--- src/rtl/tia_timing_pkg.sv ---
// Shared horizontal/vertical timing definitions for the TIA counters:
// LFSR helpers, line geometry and decode indices.
package tia_timing_pkg;

  localparam int unsigned LFSR_W      = 6;
  localparam int unsigned LINE_STATES = 57;
  localparam int unsigned PHASES      = 4;
  localparam int unsigned PHASE_W     = 2;

  localparam int unsigned SHB  = 0;
  localparam int unsigned SHS  = 4;
  localparam int unsigned RHS  = 8;
  localparam int unsigned SCB  = 8;
  localparam int unsigned RCB  = 12;
  localparam int unsigned RHB  = 16;
  localparam int unsigned LRHB = 18;

  typedef logic [LFSR_W-1:0] lfsr_t;

  typedef struct packed {
    logic hblank_s_n;
    logic hblank_r_n;
    logic hsync_s_n;
    logic hsync_r_n;
    logic cburst_s_n;
    logic cburst_r_n;
  } hstrobe_t;

  // x^6+x^5+1 in XNOR form; all-ones is the lockup state
  function automatic lfsr_t lfsr_next(input lfsr_t q);
    return {q[LFSR_W-2:0], ~(q[LFSR_W-1] ^ q[LFSR_W-2])};
  endfunction

  // LFSR state reached after idx steps from zero
  function automatic lfsr_t lfsr_pattern(input int unsigned idx);
    lfsr_t s;
    s = '0;
    for (int unsigned i = 0; i < idx; i++) begin
      s = lfsr_next(s);
    end
    return s;
  endfunction

endpackage

--- src/rtl/tia_lfsr6.sv ---
// 6-bit XNOR polynomial counter with step enable and synchronous load-zero.
// Shared by the horizontal, vertical and object counters.
module tia_lfsr6
  import tia_timing_pkg::*;
(
  input  logic  clk,
  input  logic  rst_n,
  input  logic  step_i,
  input  logic  load_zero_i,
  output lfsr_t q_o
);

  lfsr_t lfsr_q;
  lfsr_t lfsr_d;

  always_comb begin
    lfsr_d = lfsr_q;
    if (load_zero_i) begin
      lfsr_d = '0;
    end else if (step_i) begin
      lfsr_d = lfsr_next(lfsr_q);
    end
  end

  always_ff @(posedge clk or negedge rst_n) begin
    if (!rst_n) begin
      lfsr_q <= '0;
    end else begin
      lfsr_q <= lfsr_d;
    end
  end

  assign q_o = lfsr_q;

endmodule

--- src/rtl/tia_hsync_counter.sv ---
// Horizontal timing generator: 57-state LFSR stepped every 4 colour clocks,
// decoded into one-clock active-low set/reset strobes for the line F1s.
module tia_hsync_counter
  import tia_timing_pkg::*;
(
  input  logic              clock,
  input  logic              reset,
  input  logic              rsync_n,
  input  logic              hmove_strobe,
  output logic              hblank_s_n,
  output logic              hblank_r_n,
  output logic              hsync_s_n,
  output logic              hsync_r_n,
  output logic              cburst_s_n,
  output logic              cburst_r_n,
  output logic              hmove_active,
  output logic              line_start,
  output logic [LFSR_W-1:0] count
);

  localparam lfsr_t PAT_LAST = lfsr_pattern(LINE_STATES - 1);
  localparam lfsr_t PAT_SHB  = lfsr_pattern(SHB);
  localparam lfsr_t PAT_SHS  = lfsr_pattern(SHS);
  localparam lfsr_t PAT_RHS  = lfsr_pattern(RHS);
  localparam lfsr_t PAT_SCB  = lfsr_pattern(SCB);
  localparam lfsr_t PAT_RCB  = lfsr_pattern(RCB);
  localparam lfsr_t PAT_RHB  = lfsr_pattern(RHB);
  localparam lfsr_t PAT_LRHB = lfsr_pattern(LRHB);

  logic [PHASE_W-1:0] phase_q, phase_d;
  logic               latch_q, latch_d;
  logic               late_q, late_d;
  hstrobe_t           strb_q, strb_d;
  logic               line_start_q, line_start_d;
  lfsr_t              lfsr_q;
  logic               step;
  logic               load_zero;
  logic               dec;

  assign step      = (phase_q == PHASE_W'(PHASES - 1));
  assign load_zero = !rsync_n || (step && (lfsr_q == PAT_LAST));
  assign dec       = (phase_q == '0);

  tia_lfsr6 u_lfsr (
    .clk        (clock),
    .rst_n      (reset),
    .step_i     (step),
    .load_zero_i(load_zero),
    .q_o        (lfsr_q)
  );

  // Next state: phase, HMOVE latch, and the latch value sampled at RHB time
  always_comb begin
    phase_d = phase_q + PHASE_W'(1);
    latch_d = latch_q;
    late_d  = late_q;
    if (!rsync_n) begin
      phase_d = '0;
    end
    if (load_zero) begin
      latch_d = 1'b0;
    end
    if (hmove_strobe) begin
      latch_d = 1'b1;
    end
    if (dec && (lfsr_q == PAT_RHB)) begin
      late_d = latch_q;
    end
  end

  // Strobe decode from the pre-edge state; registered below
  always_comb begin
    strb_d            = '1;
    strb_d.hblank_s_n = !(dec && (lfsr_q == PAT_SHB));
    strb_d.hsync_s_n  = !(dec && (lfsr_q == PAT_SHS));
    strb_d.hsync_r_n  = !(dec && (lfsr_q == PAT_RHS));
    strb_d.cburst_s_n = !(dec && (lfsr_q == PAT_SCB));
    strb_d.cburst_r_n = !(dec && (lfsr_q == PAT_RCB));
    strb_d.hblank_r_n = !(dec && (((lfsr_q == PAT_RHB) && !latch_q) ||
                                  ((lfsr_q == PAT_LRHB) && late_q)));
    line_start_d      = dec && (lfsr_q == PAT_SHB);
  end

  always_ff @(posedge clock or negedge reset) begin
    if (!reset) begin
      phase_q      <= '0;
      latch_q      <= 1'b0;
      late_q       <= 1'b0;
      strb_q       <= '1;
      line_start_q <= 1'b0;
    end else begin
      phase_q      <= phase_d;
      latch_q      <= latch_d;
      late_q       <= late_d;
      strb_q       <= strb_d;
      line_start_q <= line_start_d;
    end
  end

  assign hblank_s_n   = strb_q.hblank_s_n;
  assign hblank_r_n   = strb_q.hblank_r_n;
  assign hsync_s_n    = strb_q.hsync_s_n;
  assign hsync_r_n    = strb_q.hsync_r_n;
  assign cburst_s_n   = strb_q.cburst_s_n;
  assign cburst_r_n   = strb_q.cburst_r_n;
  assign line_start   = line_start_q;
  assign hmove_active = latch_q;
  assign count        = lfsr_q;

endmodule

--- config.mk ---
export PLATFORM = sky130hd
export DESIGN_NAME = tia_hsync_counter
export DESIGN_NICKNAME = d
export VERILOG_FILES = /design/src/rtl/tia_timing_pkg.sv /design/src/rtl/tia_lfsr6.sv /design/src/rtl/tia_hsync_counter.sv
export SDC_FILE = /design/constraint.sdc
export NUM_CORES = 1
export LEC_CHECK = 0
export BUFFER_PORTS_ARGS = -buffer_cell sky130_fd_sc_hd__buf_2
export CELL_PAD_IN_SITES_DETAIL_PLACEMENT = 1
export CELL_PAD_IN_SITES_GLOBAL_PLACEMENT = 1
export CORE_MARGIN = 4
export CORE_UTILIZATION = 40
export CTS_BUF_LIST = sky130_fd_sc_hd__clkbuf_4 sky130_fd_sc_hd__clkbuf_8
export CTS_CLUSTER_SIZE = 14
export DETAILED_ROUTE_END_ITERATION = 16
export PLACE_DENSITY_LB_ADDON = 0.1
export SETUP_SLACK_MARGIN = 0.1
export SYNTH_ARGS = -nofsm -noshare
export SYNTH_HDL_FRONTEND = slang
export SYNTH_SLANG_ARGS = --single-unit
--- constraint.sdc ---
create_clock -name clock -period 1.81 [get_ports clock]
set_input_delay 0.181 -clock clock [delete_from_list [all_inputs] [get_ports clock]]
set_output_delay 0.181 -clock clock [all_outputs]
set_load 0.02 [all_outputs]
After elaboration in Yosys (flattened, before gate mapping)
Index checks and enable logic that the tools add are counted.
Widths: inputs -> output; s select.
- flip-flop bits (word level): 16
- input port bits: 4
- output and inout port bits: 14
- word-level logic and storage cells: 47
- $add $sub $neg: 1
- equal/unequal tests: 7
- multiplexer cells: 5
- bitwise gates (word level): 2
- reduce and logical (&&, ||, !) cells: 22
- operator list (cell ; count):
    $eq 6x4->1 const B ; 3
    $eq 6x6->1 const B ; 3
    $mux 6 ; 2
    $logic_and 1x1->1 ; 9
    $logic_not 1->1 ; 7
    $logic_not 6->1 ; 1
    $reduce_bool 2->1 ; 2
    $add 2x1->2 const B ; 1
    $eq 2x2->1 const B ; 1
    $logic_not 2->1 ; 1
    $logic_or 1x1->1 ; 2
    $mux 1 ; 2
    $mux 2 ; 1
    $not 1->1 ; 1
    $xor 1x1->1 ; 1

Longest topological paths before layout
Gate-level depths: netlist of the first run.
- depth in word-level cells: 5
- mapped depth: 5
- mapped depth without buffers: 5

Hierarchy
A second synthesis of the first run with hierarchy kept.
- cell total of the unflattened synthesis: 60
- area total of the unflattened synthesis: 709.4 sq um
- by module, submodules not included (module ; times used ; cells an instance ; area each (sq um) ; sequential area each (sq um)):
    tia_hsync_counter ; 1 ; 39 ; 451.7 ; 256.5
    tia_lfsr6 ; 1 ; 21 ; 257.7 ; 150.1

Worst setup path before layout of the first run
OpenSTA, ideal clock, no wires.
- path kind: flip-flop to flip-flop
- start point: register u_lfsr.lfsr_q[4], in the netlist u_lfsr.q_o[4]
- end point: register u_lfsr.lfsr_q[0], in the netlist u_lfsr.q_o[0]
- library setup time: 0.140 ns
- arrival: 1.252 ns
- data required time: 1.670 ns
- slack: 0.418 ns
- stages on the path, launching flop included: 6
- path buffers: 0
- period minus slack after synthesis: 1.392 ns
- cell sequence: dfrtp_1 -> inv_1 -> ha_1 -> nand2b_4 -> o41ai_4 -> a211oi_1
- longest elaborated chain between the ends: 4
- elaborated cells between the ends (all ways): 8
- those cells by class: eq/ne: 1; mux: 2; bitwise: 2; reduce/logical: 3
- RTL lines (element ; RTL line ; source):
    start, declared ; tia_lfsr6.sv:13 ; lfsr_t lfsr_q;
    start signal, assigned ; tia_lfsr6.sv:29 ; lfsr_q <= lfsr_d;
    $eq 6x4->1 or $xor 1x1->1 (tied branches) ; tia_hsync_counter.sv:41, tia_timing_pkg.sv:31 ;
    $logic_and 1x1->1 or $not 1->1 (tied branches) ; tia_hsync_counter.sv:41, tia_timing_pkg.sv:31 ;
    $logic_or 1x1->1 or $mux 6 (tied branches) ; tia_hsync_counter.sv:41, tia_lfsr6.sv:20 ;
    $mux 6 or $reduce_bool 2->1 (tied branches) ; - ;
Several ways; a longest one is shown, not always the timed one. The select of a mux whose other input is x is not followed.
A chain may end at the register's enable or synchronous reset.

Worst setup path after layout of the first run
Same ends and word-level chain as after synthesis.

==> metrics.md, run 1 <==
| Metric | Value |
|---|---|
| Clock sink total | `16` |
| Initial core utilization | `a little over two fifths` |
| Number of synthesized flops with an enable pin | `0` |
| DP HPWL | `1080 microns` |
| Ports | `18` |
| Synth async-reset ratio | `100%` |
| Clk Latency, worst-skew pair | `0.28 ns` |
| Synth area leader | `dfrtp_1` |
| Maximum fanout along the worst path | `5` |
| WL met3 | `72 microns` |
| Vias in the first global route | `562` |
| CORE AREA | `1750 sq um` |
| Cts bufs inserted | `3` |
| Synth Cell Area | `746 sq um` |
| Synth Flop Type | `dfrtp_1` |
| Synth top area share | `36.9%` |
| Post-synth cell types | `24` |
| Final Setup Violations | `0` |
| Crit path from | `u_lfsr.q_o[4]` |
| Initial detailed-routing violation count | `0` |
| Worst-Margin Slew | `approximately 0.41 ns` |
| Post-Synthesis Cells | `60` |
| Worst Setup End Kind | `register` |
| Rel. slew slack | `72.3%` |
| Top cells by area, synth | `dfrtp_1, dfstp_2, ha_1, mux2i_1, nand2b_4` |
| Row cnt | `15` |
| Setup TNS | `0 ns` |
| Clk root buf | `clkbuf_4` |
| Crit start category | `register` |
| Fin. max-slew vios | `0` |
| CTS max path bufs | `2` |
| Worst IR Drop VDD | `between 0.3 and 0.4 mV` |
| Largest net degree at the start of global routing | `17` |
| Chip Width | `51.2 microns` |
| Remaining Overflow, GRT | `0` |
| Worst r2r src | `u_lfsr.q_o[4]` |
| Residual DRC count | `0` |
| Die height | `51.2 microns` |
| Min Tclk post-route | `1.44 ns` |
| Final-stage net count | `90` |
| PwrDens | `about 780 nW/um^2` |
| Count leader, synth | `dfrtp_1` |
| Fin Clk Skew | `0.00506 ns` |
| Total Power Consumption | `around 0.00070 W` |
| Arr. time, crit path | `approximately 1.6 ns` |
| Share of cells above drive strength 1 | `about two fifths` |
| Final GP Congestion | `0.701` |
| Min-delay src | `hmove_strobe` |
| Area Overhead vs Synth | `20.3%` |
| Synth cell count leaders | `dfrtp_1, inv_1, dfstp_2, mux2i_1, nor2_1` |
| Lkg Pwr | `0.421 nW` |
| DRT Pass-1 Iters | `1` |
| Worst Setup Path Type | `register to register` |
| Maxcap violations | `0` |
| Metal-1 WL | `624 microns` |
| Post-CTS setup buffers | `0` |
| Total Die Area | `2620 sq um` |
| Synth warnings | `0` |
| R2R Setup Slk | `0.37 ns` |
| ANT nets after route | `0` |
| Final Hold Vio Count | `0` |
| Clock transition at path regs | `0.10 ns` |
| WHS | `0.0863 ns` |
| Number of port buffers | `17` |
| Unrepaired setup endpoints after global routing | `no` |
| Fmax | `slightly below 0.7 GHz` |
| Worst min path class | `input port to register` |
| Status | `completed` |
| Initial antenna violation count | `0` |
| Sequential area share after synthesis | `54.5%` |
| Antenna Cells | `0` |
| Routed len/inst | `13.3 microns` |
| Flop and latch count out of synthesis | `16` |
| Top layer reached by signal wires | `met3` |
| First-pass GRT wire length | `2480 microns` |
| Total track usage | `12.7%` |
| TritonCTS clock tree | `built` |
| DR WL met2 | `about 700 microns` |
| Syn_nets | `just under 70` |
| Avg Cell Area, Syn | `12.4 sq um` |
| Crit path required time | `between 1.5 and 2 ns` |
| Detailed Route WL | `1410 microns` |
| Period utilization | `79.8%` |
| Via Count | `517` |
| H-tree depth | `1` |
| Vias per inst | `4.88` |
## cell type report
cell class              count  area, sq um
clock buffers               4         36.3
fillers                   194          848
inverters                   8         30.0
multi-input cells          34          290
flip-flops and latches     16          407
well taps                  25         31.3
repair buffers             19          103
## routing by layer
metal	up-vias	track usage [%]
li1	244	-
met1	259	14.9
met2	14	23.0
met3	0	2.62
met4	0	4.04
met5	-	0
## path summary, 6_finish.rpt
| path | to | cells after the start |
|---|---|---|
| hold reg to reg | phase_q[0] | 1 |
| max in group asynchronous | cburst_s_n | 2 |
| min in group asynchronous | late_q | 2 |
| setup reg to reg | u_lfsr.q_o[0] | 5 |
| setup / recovery | u_lfsr.q_o[0] | 5 |
| hold / removal | hmove_active | 2 |
## stage by stage
stage | area (sq um) | utilization [%] | worst slack, ns | cells
floorplan | 746 | - | 0.418 | 60
CTS | 897 | 51.4 | 0.339 | 106
detailed placement | 851 | 48.7 | 0.363 | 101
global route | 897 | 51.4 | 0.258 | 106
global placement | 851 | 48.7 | 0.398 | 101
finish | 897 | 51.4 | 0.366 | 106
## layout by cell type (no fill, tap or decap)
master,netlist,layout
a211oi_1,1,1
nand2b_1,1,1
inv_1,7,7
nand2b_4,2,2
and2_1,1,1
mux2i_1,5,5
inv_2,1,1
clkbuf_8,0,1
and4b_1,1,1
o2bb2ai_1,1,1
o31ai_1,1,1
nand2_1,1,1
nor2_1,5,5
nor2b_1,3,3
clkbuf_4,0,3
nor4_2,1,1
o21bai_1,1,1
nand3_1,2,2
dlygate4sd3_1,0,1
buf_4,1,1
nand4_1,2,2
dfrtp_1,11,11
dfstp_2,5,5
o21ai_0,1,1
o41ai_4,1,1
buf_2,0,17
ha_1,4,4
## state kept, by name, summed over array words and instances, names as in the netlist
signal        flops
u_lfsr.q_o        6
phase_q           2
cburst_r_n        1
cburst_s_n        1
hblank_r_n        1
hblank_s_n        1
hmove_active      1
hsync_s_n         1
late_q            1
line_start        1
## where the power goes
group | internal, W | switching [W]
logic | 0.0000320 | 0.0000490
clock network | 0.000122 | 0.000115
registers | 0.000373 | 0.00000827
## repair_timing
| action | CTS | global route |
|---|---|---|
| hold buffers | 1 | 0 |
| resized for setup | 0 | 0 |
| hold endpoints to repair | 11 | 0 |
## critical path, cell delays in order (launching register included)
cell and delay, ns:
dfrtp_1 0.43, inv_1 0.08, ha_1 0.21, nand2b_4 0.08
o41ai_4 0.43, a211oi_1 0.09
## kinds of logic (layout without fill, tap and decap cells)
kind of cell               Yosys count  in the layout  share of synthesized area, %
and+or+nand+nor                     19             19                          16.9
DFF                                 16             16                          54.5
buffers and inverters               10             31                          6.54
AOI/OAI and AO/OA                    6              6                          8.56
muxes                                5              5                          6.71
adders and majority gates            4              4                          6.71
No activity file was read; power rests on OpenSTA's default activity.
==> inputs of run 2 (changes only) <==
- ABC_AREA: not set -> 1
- clock period: 1.81 -> 1.45 ns (I/O delays scaled with it)
==> run 2 against run 1 <==
Net effect:
- core utilization decreased by 0.22 points
- sequential power increased by 25%
- worst setup slack got worse by 0.13 ns
- largest cell class unchanged
==> metrics.md, run 2 <==
| Metric | Value |
|---|---|
| Top cells by area, synth | `dfrtp_1, dfstp_2, nor2_1, inv_1, ha_1` |
| Clock sink total | `16` |
| Post-synthesis compound-gate area fraction | `3.39%` |
| Number of synthesized flops with an enable pin | `0` |
| Worst IR Drop VDD | `approximately 0.5 mV` |
| Largest net degree at the start of global routing | `17` |
| Delay-heaviest family, CP | `flip-flops` |
| Maxcap violations | `0` |
| Ports | `18` |
| Arr. time, crit path | `1.39 ns` |
| Synth top area share | `around 37%` |
| Maximum fanout along the worst path | `9` |
| Syn_nets | `88` |
| Worst r2r src | `phase_q[0]` |
| Setup WS pre-CTS | `0.120 ns` |
| Synth async-reset ratio | `between 90% and 100%` |
| Min Tclk post-route | `1.22 ns` |
| Initial core utilization | `42.3%` |
| Setup TNS | `0 ns` |
| H-tree depth | `1` |
| Critical path, cell by cell | `ha_2, nand2_1, inv_1, nand3_2, nand2_4, nor2_1` |
| Crit path required time | `1.62 ns` |
| Dpl cells | `120` |
| ANT nets after route | `0` |
| Max FFs per register | `6` |
| Post-Synth Simple-Gate Area | `between 20% and 30%` |
| Clk Latency, worst-skew pair | `0.28 ns` |
| Synth cell count leaders | `nor2_1, inv_1, dfrtp_1, dfstp_2, nand2_1` |
| Final Setup Violations | `0` |
| Fmax | `~0.82 GHz` |
| Period utilization | `83.8%` |
| Sequential area share after synthesis | `approximately 55%` |
| Rel. slew slack | `75.9%` |
| Flop and latch count out of synthesis | `16` |
| Commonest non-fill, non-tap cell in the layout | `nor2_1` |
| Commonest cells after routing, fill and taps aside | `nor2_1, buf_2, inv_1` |
| Clk root buf | `clkbuf_4` |
| Critical path's largest stage delay | `around 0.4 ns` |
| DRT Pass-1 Iters | `2` |
| Synth Flop Type | `dfrtp_1` |
| Status | `completed` |
| Number of port buffers | `17` |
| Cts bufs inserted | `3` |
| Setup WS post-layout | `0.235 ns` |
| Crit path from | `phase_q[0]` |
| Adder-cell share of the synthesized area | `6.78%` |
| Critical path buffers and inverters | `1` |
| TritonCTS clock tree | `built` |
| Vias per inst | `4.63` |
| DP HPWL | `between 1000 and 1500 microns` |
| PwrDens | `slightly above 900 nW/um^2` |
| Via Count | `584` |
| Routed len/inst | `12.1 microns` |
| Chip Width | `51.0 microns` |
| Unrepaired setup endpoints after global routing | `no` |
| Min-delay src | `hmove_strobe` |
| Area Overhead vs Synth | `21.0%` |
| Share of cells above drive strength 1 | `a little under a third` |
| Residual DRC count | `0` |
| Total track usage | `a little over an eighth` |
| Final GP Congestion | `0.868` |
| First-pass GRT wire length | `2640 microns` |
| CORE AREA | `1750 sq um` |
| Worst-Margin Slew | `0.361 ns` |
| Worst path slowest cell | `dfrtp_1` |
| Initial antenna violation count | `0` |
| Mux contribution to synthesized area | `1.36%` |
| CTS max path bufs | `2` |
| Worst min path class | `input port to register` |
| Post-synth cell types | `17` |
| Total Die Area | `2600 sq um` |
| Remaining Overflow, GRT | `0` |
| Detailed Route WL | `between 1500 and 2000 microns` |
| Avg Cell Area, Syn | `9.23 sq um` |
| Worst Setup End Kind | `register` |
| Lkg Pwr | `0.453 nW` |
| Synth warnings | `0` |
| Die height | `51.0 microns` |
| Count leader, synth | `nor2_1` |
| Final Hold Vio Count | `0` |
| Clock transition at path regs | `0.09 ns` |
| Final-stage net count | `110` |
| Crit start category | `register` |
| Synth Cell Area | `738 sq um` |
| Xor-xnor portion of the synthesized cell area | `0%` |
| Row cnt | `15` |
| Fin Clk Skew | `between 0.004 and 0.005 ns` |
| Antenna Cells | `0` |
| Main combinational cell family by area after synthesis | `simple AND/OR/NAND/NOR gates` |
| Total Power Consumption | `0.000815 W` |
| Worst Setup Path Type | `register to register` |
| Vias in the first global route | `617` |
| Fin. max-slew vios | `0` |
| Initial detailed-routing violation count | `6` |
| Synth area leader | `dfrtp_1` |
| Post-Synthesis Cells | `80` |
| Finished Layout Cells | `126` |
-- run 2: changes by cell type in the layout (fill, tap and decap cells not counted), sizes merged, moves of 2 or more --
cell,before,now
nor2,5,19
inv,8,16
nand2,1,6
a21oi,0,4
mux2i,5,1
nand2b,3,0
nand3,2,5
nor2b,3,0
nand4,2,4
-- run 2: final timing paths --
kind / end / slack, ns / cells after the start
max: u_lfsr.q_o[3] / 0.23 / 6
min: hmove_active / 0.06 / 3
max reg2reg: u_lfsr.q_o[3] / 0.23 / 6
min reg2reg: phase_q[0] / 0.47 / 1
max in group asynchronous: hblank_r_n / 0.84 / 2
min in group asynchronous: u_lfsr.q_o[3] / 0.30 / 2
-- run 2: worst reg2reg max path, cell delays in order, from the launching register on --
cell and delay [ns]:
dfrtp_1 0.39, ha_2 0.29, nand2_1 0.08, inv_1 0.10, nand3_2 0.11, nand2_4 0.10
nor2_1 0.05
-- run 2: area by class of cell --
| class | count | area, sq um |
|---|---|---|
| clock buffers | 4 | 30.0 |
| fillers | 216 | 852 |
| multi-input cells | 46 | 263 |
| well taps | 25 | 31.3 |
| repair buffers | 19 | 103 |
| flip-flops and latches | 16 | 407 |
| inverters | 16 | 60.1 |
-- run 2: what timing repair did --
item | in CTS | in global routing
setup buffers | 0 | 1
gates resized for setup | 0 | 3
endpoints found under the setup margin | 0 | 7
endpoints found under the hold margin | 11 | 0
hold buffers | 1 | 0
-- run 2: logic make-up after synthesis --
group	Yosys count
DFF	16
and+or+nand+nor	36
muxes	1
buffers and inverters	18
adders and majority gates	4
AOI/OAI and AO/OA	5
-- run 2: power by group --
part	leakage (nW)	switching (W)	internal, W
sequential	0.198	0.0000101	0.000466
combinational	0.236	0.0000543	0.0000277
clock	0.0184	0.000132	0.000125
-- run 2: through the flow --
step                utilization (%)  cell area (sq um)  hold slack (ns)
global placement               47.9                836           0.0730
detailed placement             47.9                836           0.0812
CTS                            50.2                876           0.0486
global route                   51.2                893           0.0551
finish                         51.2                893           0.0550
floorplan                         -                738           -0.151
-- run 2: layer usage --
metal / track usage, % / part of all wire (%)
met5: 0 / 0
met4: 2.69 / 0
met3: 3.79 / 4.9
met2: 24.0 / 49
met1: 15.7 / 46
